--- config.mk ---
export PLATFORM = sky130hd
export DESIGN_NAME = bch_syndrome_solver
export DESIGN_NICKNAME = d
export VERILOG_FILES = /design/src/rtl/bch_syndrome_solver.sv
export SDC_FILE = /design/constraint.sdc
export NUM_CORES = 1
export LEC_CHECK = 0
export BUFFER_PORTS_ARGS = -buffer_cell sky130_fd_sc_hd__buf_2
export CORE_MARGIN = 2
export CORE_UTILIZATION = 50
export CTS_CLUSTER_DIAMETER = 80
export DETAILED_ROUTE_END_ITERATION = 8
export MAX_ROUTING_LAYER = met4
export PLACE_DENSITY_LB_ADDON = 0.2
export SYNTH_ARGS = -nofsm -noshare
export SYNTH_HDL_FRONTEND = slang
export SYNTH_SLANG_ARGS = --single-unit
--- constraint.sdc ---
create_clock -name clk -period 5.28 [get_ports clk]
set_input_delay 0.528 -clock clk [delete_from_list [all_inputs] [get_ports clk]]
set_output_delay 0.528 -clock clk [all_outputs]
set_load 0.01 [all_outputs]
--- src/rtl/bch_syndrome_solver.sv ---
// bch_syndrome_solver: serial syndrome accumulator and Peterson solver for
// the BCH(15,7) t=2 decoder over GF(16), p(x) = x^4 + x + 1.
// Bits arrive r14 first. S1 = r(a) and S3 = r(a^3) are built by Horner steps.
// The error-locator coefficients lambda1/lambda2 and the status flags are then
// handed to the Chien search stage over a valid/ready handshake.
// Optional macro BCH_SYND_DEBUG_EN adds the syn1/syn3 accumulator observation
// ports. Core behaviour is the same with or without it.
module bch_syndrome_solver #(
  parameter int N = 15,
  parameter int M = 4
) (
  input  logic         clk,
  input  logic         rst_n,
  input  logic         in_valid,
  output logic         in_ready,
  input  logic         in_bit,
  output logic         out_valid,
  input  logic         out_ready,
  output logic [M-1:0] lambda1,
  output logic [M-1:0] lambda2,
  output logic         no_error,
  output logic         uncorrectable
`ifdef BCH_SYND_DEBUG_EN
  ,
  output logic [M-1:0] syn1,
  output logic [M-1:0] syn3
`endif
);

  typedef enum logic [1:0] {
    COLLECT = 2'd0,
    SOLVE   = 2'd1,
    HOLD    = 2'd2
  } state_t;

  localparam logic [3:0] LAST_BIT = 4'(N - 1);

  state_t       state_q, state_d;
  logic [3:0]   cnt_q, cnt_d;
  logic [M-1:0] s1_q, s1_d;
  logic [M-1:0] s3_q, s3_d;
  logic         out_valid_q, out_valid_d;
  logic [M-1:0] lambda1_q, lambda1_d;
  logic [M-1:0] lambda2_q, lambda2_d;
  logic         no_error_q, no_error_d;
  logic         uncorrectable_q, uncorrectable_d;
  logic [M-1:0] lambda2_calc;

  // Multiply by a: shift up one power and fold a^4 back in as a + 1.
  function automatic logic [3:0] mul_alpha(input logic [3:0] a);
    return {a[2], a[1], a[0] ^ a[3], a[3]};
  endfunction

  // Multiply by a^3: three chained constant shifts, a pure XOR network.
  function automatic logic [3:0] mul_alpha3(input logic [3:0] a);
    return mul_alpha(mul_alpha(mul_alpha(a)));
  endfunction

  // Bit-parallel GF(16) multiply: shift-and-add with reduction at each shift.
  function automatic logic [3:0] gf_mul(input logic [3:0] a, input logic [3:0] b);
    logic [3:0] acc;
    logic [3:0] sh;
    acc = 4'd0;
    sh  = a;
    for (int i = 0; i < 4; i++) begin
      if (b[i]) acc = acc ^ sh;
      sh = mul_alpha(sh);
    end
    return acc;
  endfunction

  // Multiplicative inverse table; 0 maps to 0 and is never used for division.
  function automatic logic [3:0] gf_inv(input logic [3:0] a);
    logic [3:0] r;
    case (a)
      4'h1:    r = 4'h1;
      4'h2:    r = 4'h9;
      4'h3:    r = 4'hE;
      4'h4:    r = 4'hD;
      4'h5:    r = 4'hB;
      4'h6:    r = 4'h7;
      4'h7:    r = 4'h6;
      4'h8:    r = 4'hF;
      4'h9:    r = 4'h2;
      4'hA:    r = 4'hC;
      4'hB:    r = 4'h5;
      4'hC:    r = 4'hA;
      4'hD:    r = 4'h4;
      4'hE:    r = 4'h3;
      4'hF:    r = 4'h8;
      default: r = 4'h0;
    endcase
    return r;
  endfunction

  // Peterson: lambda2 = S1^2 + S3/S1 (zero for a single error, since S3 = S1^3).
  assign lambda2_calc = gf_mul(s1_q, s1_q) ^ gf_mul(s3_q, gf_inv(s1_q));

  // Next-state logic: accumulate bits, solve once, then hold until accepted.
  always_comb begin
    state_d         = state_q;
    cnt_d           = cnt_q;
    s1_d            = s1_q;
    s3_d            = s3_q;
    out_valid_d     = out_valid_q;
    lambda1_d       = lambda1_q;
    lambda2_d       = lambda2_q;
    no_error_d      = no_error_q;
    uncorrectable_d = uncorrectable_q;
    case (state_q)
      COLLECT: begin
        if (in_valid) begin
          s1_d = mul_alpha(s1_q) ^ {3'b000, in_bit};
          s3_d = mul_alpha3(s3_q) ^ {3'b000, in_bit};
          if (cnt_q == LAST_BIT) begin
            cnt_d   = 4'd0;
            state_d = SOLVE;
          end else begin
            cnt_d = cnt_q + 4'd1;
          end
        end
      end
      SOLVE: begin
        out_valid_d     = 1'b1;
        state_d         = HOLD;
        no_error_d      = 1'b0;
        uncorrectable_d = 1'b0;
        if (s1_q != 4'd0) begin
          lambda1_d = s1_q;
          lambda2_d = lambda2_calc;
        end else begin
          lambda1_d = 4'd0;
          lambda2_d = 4'd0;
          if (s3_q == 4'd0) no_error_d = 1'b1;
          else              uncorrectable_d = 1'b1;
        end
      end
      HOLD: begin
        if (out_ready) begin
          out_valid_d = 1'b0;
          s1_d        = 4'd0;
          s3_d        = 4'd0;
          state_d     = COLLECT;
        end
      end
      default: state_d = COLLECT;
    endcase
  end

  // State and output registers; reset drops any partial word.
  always_ff @(posedge clk or negedge rst_n) begin
    if (!rst_n) begin
      state_q         <= COLLECT;
      cnt_q           <= 4'd0;
      s1_q            <= 4'd0;
      s3_q            <= 4'd0;
      out_valid_q     <= 1'b0;
      lambda1_q       <= 4'd0;
      lambda2_q       <= 4'd0;
      no_error_q      <= 1'b0;
      uncorrectable_q <= 1'b0;
    end else begin
      state_q         <= state_d;
      cnt_q           <= cnt_d;
      s1_q            <= s1_d;
      s3_q            <= s3_d;
      out_valid_q     <= out_valid_d;
      lambda1_q       <= lambda1_d;
      lambda2_q       <= lambda2_d;
      no_error_q      <= no_error_d;
      uncorrectable_q <= uncorrectable_d;
    end
  end

  assign in_ready      = (state_q == COLLECT);
  assign out_valid     = out_valid_q;
  assign lambda1       = lambda1_q;
  assign lambda2       = lambda2_q;
  assign no_error      = no_error_q;
  assign uncorrectable = uncorrectable_q;

`ifdef BCH_SYND_DEBUG_EN
  assign syn1 = s1_q;
  assign syn3 = s3_q;
`endif

endmodule
==> metrics.md <==
| Metric | Value |
|---|---|
| Seq. cell area | 625.6 um^2 |
| Max incr delay on CP | 0.69 ns |
| H-Tree Depth | 1 |
| Post-Route WL | 3752 um |
| CP required | 5.51 ns |
| Post-CTS setup buffer count | 0 |
| Cells after Synth | 193 |
| Deepest clock path buffer count | 2 |
| Compound-Gate Fraction of Synth Area | 20.66% |
| CTS root buf | clkbuf_4 |
| Layout cells sized above 1 | 15.50% |
| Average size of a mapped cell | 9.381 um^2 |
| Setup ws final | 2.627 ns |
| Drt drc | 0 |
| CTS Buf Count | 3 |
| First-pass DRT Iterations | 4 |
| Post-synth EDFFs | 0 |
| Period Utilization, post-route | 50.25% |
| Final setup fails | 0 |
| Power, Total | 1.381 mW |
| Async SR Flop Fraction | 100.0% |
| Final Instance Area | 1903 um^2 |
| Total gr overflow | 0 |
| Switching pwr | 0.6307 mW |
| Synth Area in Adders | 6.220% |
| Cell Rows | 21 |
| Post-Synth Simple-Gate Area | 15.96% |
| Unique cell type count in the Yosys netlist | 46 |
| Resized Gates After CTS | 0 |
| CP endpoint kind | flip-flop |
| Yosys top cell by area | dfrtp_1 |
| LEAKAGE | 0.8884 nW |
| Crit-path slowest cell | dfrtp_1 |
| Critical-path cell list | inv_1 -> ha_1 -> a21bo_1 -> o22ai_2 -> nand2_1 -> xnor3_1 -> xnor2_1 -> a22o_1 |
| Worst vdd ir | 0.0002485 V |
| Gate power share | 64.2% |
| Synthesized area | 1810 um^2 |
| Commonest non-fill, non-tap cell in the layout | dfrtp_1 |
| Worst slack, placed | 2.659 ns |
| Core box area | 3416 um^2 |
| RD Place Congestion | 0.9035 |
| Layout area overhead | 5.114% |
| GRT Total Usage | 19.94% |
| Fin. max-slew vios | 0 |
| Commonest cells after routing, fill and taps aside | dfrtp_1 (25), nand2_1 (23), buf_2 (16) |
| P_int | 0.7501 mW |
| Initial drt markers | 62 |
| Hold buffer count at CTS | 0 |
| Setup TNS | 0 ns |
| IO buf count | 16 |
| Clock skew | 0.0009137 ns |
| CP Launch Type | flip-flop |
| Top-area cell type share of the netlist area | 34.55% |
| Top_reg_cell synth | dfrtp_1 |
| RSZ-0062 raised after global routing | no |
| Initial Util | 53.00% |
| Post-synthesis mux area share | 2.972% |
| Die H | 64.18 um |
| N_diodes | 0 |
| Placed Area | 1873 um^2 |
| XOR/XNOR share of the synthesized area | 13.41% |
| Worst Tran Pin Value | 0.6568 ns |
| Pin count of the biggest net entering global routing | 26 |
| Data arrival time of the critical path | 2.88 ns |
| Global-route wire length before repair | 6285 um |
| Critical path type | flip-flop to flip-flop |
| Min-Delay Path Class | primary input to asynchronous set/reset pin |
| Die footprint | 4118 um^2 |
| Max-cap violation count | 0 |
| Post-route ant nets | 0 |
| PD cells | 725.6 nW/um^2 |
| Hpwl dp | 2780 um |
| Synth warn | 0 |
| Area occupied by multi-input gates | 1072 um^2 |
| Wirelength per Cell | 15.25 um |
| Yosys reg bits | 25 |
| Final-report hold violation count | 0 |
| Clk pin slew, worst setup/hold paths | 0.15 ns |
| Vias in the first global route | 1386 |
| Main combinational cell family by area after synthesis | compound AO/OA/AOI/OAI gates |
| Max Fclk | 0.3769 GHz |
| Max transition margin | 56.21% |
| Power share of the clock group | 6.5% |
| Sw Share | 45.68% |
| Clock net sink count | 25 |
| Seq/Total Area, Yosys | 34.55% |
| Clk Latency, worst-skew pair | 0.32 ns |
| Fin crit period | 2.653 ns |
| Filler instances | 306 |
| Io pins | 17 |
| Antenna violations before repair | 0 |
| DR vias | 1372 |
| Sequential Power Share | 29.3% |
| Die width | 64.18 um |
| CP max FO | 16 |
| Status | completed |
| Fin Hold WS | 0.1671 ns |
| Syn Nets | 207 |
| Drt via density | 5.577 |
| Final #Nets | 215 |
| Dominant cells by area after synthesis | dfrtp_1 (35%), xnor2_1 (6.3%), ha_1 (6.2%), a22o_1 (5.3%), nand2_1 (4.8%) |
| TritonCTS clock tree | done |
## metal layers
layer  part of all wire, %  vias to the layer above  track usage, %
li1                      -                      682               -
met1                    44                      656           24.33
met2                    50                       30           34.24
met3                   4.2                        4           2.465
met4                   1.5                        0           6.649
met5                     0                        -               -
## critical path: cells and delay by family, from the launching register on
family	cells	cell delay, ns
flip-flops	1	0.69
AO/OA/AOI/OAI	3	0.65
XOR/XNOR	2	0.53
adder cells (fa/ha/maj)	1	0.37
buffers and inverters	1	0.21
AND/OR/NAND/NOR	1	0.10
## sequential cells by signal, indices dropped and copies added, names as in the netlist
name / flops
s1_q: 4
state_q: 2
uncorrectable: 1
no_error: 1
lambda2: 4
out_valid: 1
lambda1: 4
s3_q: 4
cnt_q: 4
## power by group through the flow
stage | combinational (mW) | sequential [mW] | clock [mW]
after floorplan | 0.802 | 0.327 | 0
after global placement | 0.854 | 0.402 | 0
after detailed placement | 0.882 | 0.407 | 0
after CTS | 0.887 | 0.403 | 0.0930
after global routing | 0.970 | 0.421 | 0.101
final | 0.887 | 0.405 | 0.0898
## cells by family (layout without fill, tap and decap cells)
family,after synthesis,in the layout
buffers and inverters,23,30
adders and majority gates,9,9
and+or+nand+nor,60,60
xor gates and xnor gates,23,23
DFF,25,25
muxes,4,4
AOI/OAI and AO/OA,49,49
## final cells by class
| type | instances | area share (%) |
|---|---|---|
| Clock buffer | 3 | 1.183 |
| Inverter | 10 | 1.972 |
| Sequential cell | 25 | 32.87 |
| Multi-Input combinational cell | 145 | 56.34 |
| Timing Repair Buffer | 16 | 4.208 |
| Clock inverter | 1 | 0.3945 |
| Tap cell | 46 | 3.024 |
## stage by stage
| step | instances | util [%] |
|---|---|---|
| 3_5_place_dp | 242 | 54.84 |
| 2_1_floorplan | 193 | - |
| 3_3_place_gp | 242 | 54.84 |
| 6_report | 246 | 55.71 |
| 4_1_cts | 246 | 55.71 |
| 5_1_grt | 246 | 55.71 |
## cell usage after synthesis (2+ instances only)
cell	n
a21o_1	3
a21oi_1	6
a22o_1	11
and2_1	2
buf_2	3
buf_4	2
buf_6	2
clkbuf_1	6
dfrtp_1	25
ha_1	9
inv_1	9
mux2i_1	2
nand2_1	23
nand2b_1	7
nand3_1	6
nor2_1	12
nor2b_1	2
nor3_1	2
o211ai_1	2
o211ai_2	2
o21ai_0	12
xnor2_1	13
xnor3_1	3
xor2_1	7
## final timing paths
kind / start / endpoint / slack [ns] / cells past startpoint
min: rst_n / lambda2[1] / 0.17 / 1
max in group asynchronous: rst_n / cnt_q[1] / 4.75 / 1
max reg2reg: s1_q[1] / lambda2[2] / 2.63 / 8
max: s1_q[1] / lambda2[2] / 2.63 / 8
min reg2reg: lambda2[0] / lambda2[0] / 0.52 / 1
min in group clk: out_ready / state_q[1] / 0.41 / 2
(Power assumes the default switching activity.)
